`src/rtl/mem_arbiter.sv`:
```
// -----------------------------------------------------------------------------
// mem_arbiter
//
// Shares one 16-bit synchronous memory between the processor core (port 0)
// and a loader/debug master (port 1). Every transfer takes three cycles:
// IDLE (arbitrate) -> ACCESS (memory samples mem_*) -> RESP (ack + read data).
// Contention is resolved round-robin. Port 1 may hold the memory with p1_lock,
// but only for MAX_LOCK consecutive lock-extended grants while port 0 waits.
//
// Ports:
//   clk, rst                   clock, asynchronous active-high reset
//   pX_req/we/addr/wdata       port X request and its held transfer fields
//   pX_ack                     one-cycle completion pulse (RESP cycle)
//   pX_rdata                   read data, valid in the ack cycle, then held
//   p1_lock                    port 1 wants to keep ownership for its next transfer
//   mem_we/addr/wdata          memory pins, driven during ACCESS
//   mem_rdata                  memory read data, valid the cycle after mem_addr
//   gnt                        one-hot current owner, 00 when idle
//   busy                       high whenever the arbiter is not idle
// -----------------------------------------------------------------------------
module mem_arbiter #(
    parameter int AW       = 16,
    parameter int DW       = 16,
    parameter int MAX_LOCK = 8
) (
    input  logic          clk,
    input  logic          rst,
    input  logic          p0_req,
    input  logic          p0_we,
    input  logic [AW-1:0] p0_addr,
    input  logic [DW-1:0] p0_wdata,
    output logic          p0_ack,
    output logic [DW-1:0] p0_rdata,
    input  logic          p1_req,
    input  logic          p1_we,
    input  logic [AW-1:0] p1_addr,
    input  logic [DW-1:0] p1_wdata,
    output logic          p1_ack,
    output logic [DW-1:0] p1_rdata,
    input  logic          p1_lock,
    output logic          mem_we,
    output logic [AW-1:0] mem_addr,
    output logic [DW-1:0] mem_wdata,
    input  logic [DW-1:0] mem_rdata,
    output logic [1:0]    gnt,
    output logic          busy
);

    typedef enum logic [1:0] {
        IDLE   = 2'd0,
        ACCESS = 2'd1,
        RESP   = 2'd2
    } state_t;

    localparam logic [7:0] MAX_LOCK_C = 8'(MAX_LOCK);

    state_t          state_q, state_d;
    logic            last_q, last_d;          // port that won the last completed grant
    logic [7:0]      lock_cnt_q, lock_cnt_d;
    logic            owner_q, owner_d;
    logic            xfer_we_q, xfer_we_d;    // direction of the transfer in flight
    logic            mem_we_q, mem_we_d;
    logic [AW-1:0]   mem_addr_q, mem_addr_d;
    logic [DW-1:0]   mem_wdata_q, mem_wdata_d;
    logic [1:0]      gnt_q, gnt_d;

    logic            win;
    logic            lock_hit;
    logic [1:0]      ack_w;
    logic [1:0][DW-1:0] rdata_w;

    // -------------------------------------------------------------------------
    // Next-state / arbitration
    // -------------------------------------------------------------------------
    always_comb begin
        state_d     = state_q;
        last_d      = last_q;
        lock_cnt_d  = lock_cnt_q;
        owner_d     = owner_q;
        xfer_we_d   = xfer_we_q;
        mem_we_d    = mem_we_q;
        mem_addr_d  = mem_addr_q;
        mem_wdata_d = mem_wdata_q;
        gnt_d       = gnt_q;
        win         = 1'b0;
        lock_hit    = 1'b0;

        case (state_q)
            IDLE: begin
                if (p0_req || p1_req) begin
                    // Lock only counts while the counter has headroom; at
                    // MAX_LOCK it is ignored so port 0 cannot starve.
                    lock_hit = last_q && p1_lock && p1_req && (lock_cnt_q != MAX_LOCK_C);
                    if (!p1_req) begin
                        win = 1'b0;
                    end else if (!p0_req) begin
                        win = 1'b1;
                    end else if (lock_hit) begin
                        win = 1'b1;
                    end else begin
                        win = ~last_q;
                    end

                    owner_d     = win;
                    xfer_we_d   = win ? p1_we    : p0_we;
                    mem_we_d    = win ? p1_we    : p0_we;
                    mem_addr_d  = win ? p1_addr  : p0_addr;
                    mem_wdata_d = win ? p1_wdata : p0_wdata;
                    gnt_d       = win ? 2'b10 : 2'b01;
                    state_d     = ACCESS;

                    // Only a grant that beat a waiting port 0 because of the
                    // lock advances the counter; a lone port 1 grant holds it.
                    if (!win || !p1_lock) begin
                        lock_cnt_d = 8'd0;
                    end else if (lock_hit && p0_req) begin
                        lock_cnt_d = lock_cnt_q + 8'd1;
                    end
                end
            end
            ACCESS: begin
                mem_we_d = 1'b0;
                state_d  = RESP;
            end
            RESP: begin
                last_d  = owner_q;
                gnt_d   = 2'b00;
                state_d = IDLE;
            end
            default: begin
                mem_we_d = 1'b0;
                gnt_d    = 2'b00;
                state_d  = IDLE;
            end
        endcase
    end

    always_ff @(posedge clk or posedge rst) begin
        if (rst) begin
            state_q     <= IDLE;
            last_q      <= 1'b1;
            lock_cnt_q  <= 8'd0;
            owner_q     <= 1'b0;
            xfer_we_q   <= 1'b0;
            mem_we_q    <= 1'b0;
            mem_addr_q  <= '0;
            mem_wdata_q <= '0;
            gnt_q       <= 2'b00;
        end else begin
            state_q     <= state_d;
            last_q      <= last_d;
            lock_cnt_q  <= lock_cnt_d;
            owner_q     <= owner_d;
            xfer_we_q   <= xfer_we_d;
            mem_we_q    <= mem_we_d;
            mem_addr_q  <= mem_addr_d;
            mem_wdata_q <= mem_wdata_d;
            gnt_q       <= gnt_d;
        end
    end

    // -------------------------------------------------------------------------
    // Per-port ack and read-data holding registers
    // -------------------------------------------------------------------------
    // Read data is passed straight through from mem_rdata in the RESP cycle so
    // it is valid alongside ack, and the same value is captured for holding.
    genvar gi;
    generate
        for (gi = 0; gi < 2; gi++) begin : g_port
            logic [DW-1:0] rdata_q, rdata_d;

            assign ack_w[gi] = (state_q == RESP) && (owner_q == 1'(gi));

            always_comb begin
                rdata_d = rdata_q;
                if (ack_w[gi] && !xfer_we_q) begin
                    rdata_d = mem_rdata;
                end
            end

            always_ff @(posedge clk or posedge rst) begin
                if (rst) begin
                    rdata_q <= '0;
                end else begin
                    rdata_q <= rdata_d;
                end
            end

            assign rdata_w[gi] = rdata_d;
        end
    endgenerate

    assign p0_ack    = ack_w[0];
    assign p1_ack    = ack_w[1];
    assign p0_rdata  = rdata_w[0];
    assign p1_rdata  = rdata_w[1];
    assign mem_we    = mem_we_q;
    assign mem_addr  = mem_addr_q;
    assign mem_wdata = mem_wdata_q;
    assign gnt       = gnt_q;
    assign busy      = (state_q != IDLE);

endmodule
```
`config.mk`:
```
export PLATFORM = sky130hd
export DESIGN_NAME = mem_arbiter
export DESIGN_NICKNAME = d
export VERILOG_FILES = /design/src/rtl/mem_arbiter.sv
export SDC_FILE = /design/constraint.sdc
export NUM_CORES = 1
export LEC_CHECK = 0
export CORE_ASPECT_RATIO = 0.9
export CORE_MARGIN = 1.5
export CORE_UTILIZATION = 39
export CTS_BUF_LIST = sky130_fd_sc_hd__clkbuf_2 sky130_fd_sc_hd__clkbuf_4 sky130_fd_sc_hd__clkbuf_8
export CTS_CLUSTER_SIZE = 14
export DETAILED_ROUTE_END_ITERATION = 12
export GPL_TIMING_DRIVEN = 0
export PLACE_DENSITY = 0.83
export SLEW_MARGIN = 15
export SYNTH_ARGS = -nofsm -noshare
export SYNTH_HDL_FRONTEND = slang
export SYNTH_SLANG_ARGS = --single-unit
```
`constraint.sdc`:
```
create_clock -name clk -period 2.4 [get_ports clk]
set_input_delay 0.48 -clock clk [delete_from_list [all_inputs] [get_ports clk]]
set_output_delay 0.48 -clock clk [all_outputs]
set_load 0.01 [all_outputs]
```
Word-level counts from Yosys, hierarchy flattened

Cells that the tools add are included.

Register bits after elaboration: 80
Input bits: 87
Output and inout bits: 70
Word-level logic and storage cells: 59

Add/subtract/negate cells: 1
Bitwise operators: 4
Multiplexer cells: 19
Reductions and logical operators: 20
Equal/unequal tests: 4

Operator list:

| kind                                                                    | number |
|---|---|
| 16-bit two-way mux                                                      | 4 |
| 8-bit two-way mux                                                       | 2 |
| 8-bit by 1-bit adder with 8-bit output, second input constant           | 1 |
| 1-bit logical AND                                                       | 8 |
| 8-bit by 4-bit inequality test with 1-bit output, second input constant | 1 |
| 2-bit case mux with 2 select lines                                      | 2 |
| 1-bit two-way mux                                                       | 7 |
| 2-bit two-way mux                                                       | 3 |
| 2-bit AND reduction                                                     | 3 |
| 1-bit NOT                                                               | 4 |
| 2-bit nonzero test                                                      | 2 |
| 1-bit logical NOT                                                       | 3 |
| 3-bit AND reduction                                                     | 1 |
| 2-bit by 1-bit equality test with 1-bit output, second input constant   | 1 |
| 2-bit equality test, second input constant                              | 1 |
| 2-bit logical NOT                                                       | 1 |
| 1-bit logical OR                                                        | 2 |
| 2-bit inequality test, second input constant                            | 1 |
| 1-bit case mux with 2 select lines                                      | 1 |

Depth between registers and ports, before layout

Depth after elaboration: 12
Depth in mapped cells: 9
Gate-level depth less buffers: 6

Worst setup path after synthesis

Ideal clock, no wire load.

Kind: reg2out
From: register state_q[0]
To: output p0_rdata[10]
Arrival time: 1.802 ns
Setup slack: 0.118 ns
Cell stages (with the launch flop): 5
Path through: dfrtp_1 nand2b_1 nor3_1 buf_2 mux2_2

Cells in the longest elaborated chain, start to end: 4

Ends and longest elaborated chain:

| item                   | RTL line | source |
|---|---|---|
| start, declared        | 57       | `state_t state_q, state_d;` |
| start signal, assigned | 150      | `state_q <= state_d;` |
| 2-bit equality test    | 172      | `assign ack_w[gi] = (state_q == RESP) && (owner_q == 1'(gi));` |
| 1-bit logical AND      | 172      |  |
| 1-bit logical AND      | 176      | `if (ack_w[gi] && !xfer_we_q) begin` |
| 16-bit two-way mux     | 176      |  |
| end, declared          | 33       | `output logic [DW-1:0] p0_rdata,` |

Every way passes these cells.

Worst setup path after layout

From: register lock_cnt_q[1]
To: register mem_wdata_q[14] (netlist: mem_wdata[14])

Cells in the longest elaborated chain, start to end: 8

Ends and longest elaborated chain:

| item                                             | RTL line | source |
|---|---|---|
| start, declared                                  | 59       | `logic [7:0] lock_cnt_q, lock_cnt_d;` |
| start signal, assigned                           | 152      | `lock_cnt_q <= lock_cnt_d;` |
| 8-bit by 4-bit inequality test with 1-bit output | 93       | `lock_hit = last_q && p1_lock && p1_req && (lock_cnt_q != MAX_LOCK_C);` |
| 1-bit logical AND                                | 93       |  |
| 1-bit two-way mux                                | 98       | `end else if (lock_hit) begin` |
| 1-bit two-way mux                                | 96       | `end else if (!p0_req) begin` |
| 1-bit two-way mux                                | 94       | `if (!p1_req) begin` |
| 1-bit two-way mux                                | 90       | `if (p0_req \|\| p1_req) begin` |
| 1-bit two-way mux                                | 88       | `case (state_q)` |
| 16-bit two-way mux                               | 108      | `mem_wdata_d = win ? p1_wdata : p0_wdata;` |
| end signal, assigned                             | 157      | `mem_wdata_q <= mem_wdata_d;` |
| end, declared                                    | 64       | `logic [DW-1:0] mem_wdata_q, mem_wdata_d;` |

Every way passes these cells. The select of a mux whose other input is x is not followed.
A chain may end at the register's enable or synchronous reset.

==> insert_results.sql <==
INSERT INTO impl_metrics (metric_group, metric, value, unit) VALUES
('outcome', 'status', 'completed', ''),
('floorplanning', 'chipWidth', '103', 'um'),
('timing', 'fin_tns_setup', '0', 'ns'),
('global_routing', 'pin_count_of_the_biggest_net_entering_global_routing', '37', ''),
('synthesis', 'synth_top_area_share', '0.561', ''),
('synthesis', 'number_of_synthesized_flops_with_an_enable_pin', '0', ''),
('synthesis', 'ys_seq_area_frac', '0.568', ''),
('timing', 'setup_ws', '0.0278', 'ns'),
('timing', 'timing.fmax', '0.422', 'GHz'),
('synthesis', 'synth_top_area_cell', 'sky130_fd_sc_hd__dfrtp_1', ''),
('clock_network', 'clockBufferDepth', '2', ''),
('setup_path', 'timing.reg2reg.setup_slack', '0.03', 'ns'),
('clock_network', 'htreeDepth', '3', ''),
('route', 'avgViaCountPerCell', '5.04', ''),
('timing', 'holdWs', '0.466', 'ns'),
('route', 'drt_iter0_markers', '143', ''),
('setup_path', 'cell_by_cell_trace_of_the_critical_path', 'inv_1, ha_2, or4b_4, o211a_1, buf_6, a21o_1, buf_6, clkbuf_16, a221o_1', ''),
('cells_and_area', 'fin_cells', '586', ''),
('cells_and_area', 'post-route-util', '0.643', ''),
('placed_design', 'placedCellCount', '553', ''),
('floorplanning', 'fp-row-count', '32', ''),
('setup_path', 'cp_slowest_stage_delay', '0.47', 'ns'),
('pwr', 'pwr_density_cell', '1210', 'nW/um^2'),
('cells_and_area', 'layout_cells_sized_above_1', '0.283', ''),
('synthesis', 'post_synth.cell_area_avg', '12.8', 'um^2'),
('global_routing', 'vias_in_the_first_global_route', '3078', ''),
('clock_network', 'cts_root_buf', 'sky130_fd_sc_hd__clkbuf_8', ''),
('placed_design', 'placed_cell_area', '5280', 'um^2'),
('global_routing', 'antenna_violations_before_repair', '0', ''),
('floorplanning', 'die_area', '9620', 'um^2'),
('setup_path', 'critPathLaunchType', 'flop', ''),
('setup_path', 'timing.critical_path.mode_cell', 'sky130_fd_sc_hd__buf_6', ''),
('synthesis', 'post_synth_inst_count', '276', ''),
('setup_path', 'critPathRequiredTime', '2.61', 'ns'),
('pwr', 'post-layout-total-power', '6.77', 'mW'),
('floorplanning', 'design.core.area', '8690', 'um^2'),
('timing', 'layout_min_cycle_time', '2.37', 'ns'),
('pwr', 'peakVddDrop', '0.618', 'mV'),
('synthesis', 'netlist-cell-type-count', '41', ''),
('cells_and_area', 'layout.nets', '552', ''),
('placed_design', 'io_buf_count', '156', ''),
('setup_path', 'kind_of_end_point_of_the_critical_path', 'flop', ''),
('setup_path', 'cpMaxStageDelayCell', 'sky130_fd_sc_hd__or4b_4', ''),
('route', 'firstDrtPassIters', '4', ''),
('synthesis', 'synth_async_sr_flop_share', '1.00', ''),
('synthesis', 'number_of_nets_in_the_synthesized_netlist', '365', ''),
('route', 'post_route_antenna_net_violation_count', '0', ''),
('synthesis', 'ys_dominant_reg_cell', 'sky130_fd_sc_hd__dfrtp_1', ''),
('floorplanning', 'pin_count', '157', ''),
('global_routing', 'groute.usage.overall', '0.202', ''),
('timing', 'timing_hold_violations_final', '0', ''),
('global_routing', 'grt_pass1_wl', '15.0', 'mm'),
('route', 'drt-wirelength-per-cell', '16.6', 'um'),
('cells_and_area', 'layout.cell_area.non_filler', '5590', 'um^2'),
('pwr', 'p_leak', '2.47', 'nW'),
('placed_design', 'hpwlAfterDp', '7.03', 'mm'),
('synthesis', 'cell_types_occupying_the_most_area_after_synthesis', 'sky130_fd_sc_hd__dfrtp_1 56%, sky130_fd_sc_hd__mux2_2 10%, sky130_fd_sc_hd__a221o_1 8.5%, sky130_fd_sc_hd__and2_1 5.9%, sky130_fd_sc_hd__nand3_1 1.3%', ''),
('global_routing', 'grt_overflow', '0', ''),
('setup_path', 'cp_data_arrival_time', '2.59', 'ns'),
('clock_network', 'clk_pin_slew', '0.08', 'ns'),
('timing', 'final.period_utilization', '0.988', ''),
('clock_network', 'tritoncts_num_sinks', '80', ''),
('synthesis', 'mappedNetlistArea', '3520', 'um^2'),
('setup_path', 'path_class', 'reg -> reg', ''),
('setup_path', 'reg2regPathDepth', '9', ''),
('timing', 'relative_slew_margins', '0.654', ''),
('synthesis', 'ys_seq_elements', '80', ''),
('clock_network', 'insertion_delay', '0.34', 'ns'),
('route', 'remaining_drc_errors', '0', ''),
('job', 'drv.max_cap_violation_count', '0', ''),
('setup_path', 'critical_path.top_delay_family', 'compound AO/OA/AOI/OAI gates', '');
worst reg2reg max path, stage by stage (launching register included):
cell                        delay [ns]
sky130_fd_sc_hd__dfrtp_1          0.41
sky130_fd_sc_hd__inv_1            0.09
sky130_fd_sc_hd__ha_2             0.17
sky130_fd_sc_hd__or4b_4           0.47
sky130_fd_sc_hd__o211a_1          0.23
sky130_fd_sc_hd__buf_6            0.13
sky130_fd_sc_hd__a21o_1           0.16
sky130_fd_sc_hd__buf_6            0.15
sky130_fd_sc_hd__clkbuf_16        0.16
sky130_fd_sc_hd__a221o_1          0.29
report_power, final:
group | internal [mW] | switching, mW
combinational | 1.93 | 1.47
clock | 0.609 | 0.477
sequential | 1.98 | 0.300
worst max-delay path by stage:
| stage | from | endpoint | slack (ns) | cells after the start |
|---|---|---|---|---|
| after floorplan | state_q[0] | p0_rdata[10] | 0.12 | 4 |
| after global placement | state_q[0] | p0_rdata[8] | -0.83 | 5 |
| after detailed placement | state_q[0] | p0_rdata[7] | -0.84 | 5 |
| after CTS | state_q[0] | p1_rdata[1] | 0.002 | 5 |
| after global routing | lock_cnt_q[1] | mem_wdata[12] | -0.07 | 9 |
| final | lock_cnt_q[1] | mem_wdata[14] | 0.03 | 9 |
layout make-up:
| class | instances | area, um^2 |
|---|---|---|
| well taps | 119 | 149 |
| fillers | 704 | 3100 |
| flip-flops and latches | 80 | 2010 |
| inverters | 7 | 30.0 |
| plain buffers | 15 | 133 |
| clock inverters | 5 | 81.3 |
| repair buffers | 177 | 1630 |
| clock buffers | 10 | 138 |
| multi-input cells | 173 | 1420 |
metal layers:
metal / track usage / wire (um) / share of wire
met1: 0.253 / 4050 / 0.42
met5: 0 / 0 / 0
met4: 0.0709 / 189 / 0.019
met2: 0.337 / 4790 / 0.49
met3: 0.0516 / 677 / 0.070
cell usage in the layout (no fill, tap or decap), drive strengths merged, types with 3 or more instances in the layout:
cell	n
nor2	9
clkbuf	21
dfrtp	79
inv	6
clkdlybuf4s50	123
buf	57
nand2b	3
a211oi	3
o21ai	6
or2	4
nor2b	3
nand2	7
mux2	32
and3	3
a221o	33
nand3	9
and2	34
a21o	4
kinds of logic after synthesis:
group / count (synthesis) / share of synthesized area
compound gates: 56 / 0.144
fa+ha+maj: 2 / 0.00710
buf+inv: 23 / 0.0412
flops: 80 / 0.568
mux: 32 / 0.102
simple gates: 83 / 0.137
flip-flops by register name (all words and copies together), names as in the netlist:
signal / cells
lock_cnt_q: 8
g_port.rdata_q: 32
xfer_we_q: 1
last_q: 1
owner_q: 1
mem_addr: 16
mem_wdata: 16
state_q: 2
gnt: 2
mem_we: 1
what timing repair did:
item / 4_1_cts / 5_1_grt
setup endpoints to repair: 47 / 53
resized for setup: 137 / 11
pin swaps: 3 / 5
endpoints found under the hold margin: 0 / 0
setup buffers: 13 / 4
cloned: 1 / 1
Yosys cell counts, types with 3 or more instances:
library cell	count
sky130_fd_sc_hd__a221o_1	30
sky130_fd_sc_hd__a221o_2	3
sky130_fd_sc_hd__and2_1	33
sky130_fd_sc_hd__and3_1	3
sky130_fd_sc_hd__buf_8	3
sky130_fd_sc_hd__clkbuf_1	6
sky130_fd_sc_hd__dfrtp_1	79
sky130_fd_sc_hd__inv_1	7
sky130_fd_sc_hd__mux2_2	32
sky130_fd_sc_hd__nand2_1	7
sky130_fd_sc_hd__nand2b_1	3
sky130_fd_sc_hd__nand3_1	9
sky130_fd_sc_hd__nor2_1	9
sky130_fd_sc_hd__nor2b_1	3
sky130_fd_sc_hd__o21ai_0	6
sky130_fd_sc_hd__or2_2	4
No activity file was read; power rests on OpenSTA's default activity.
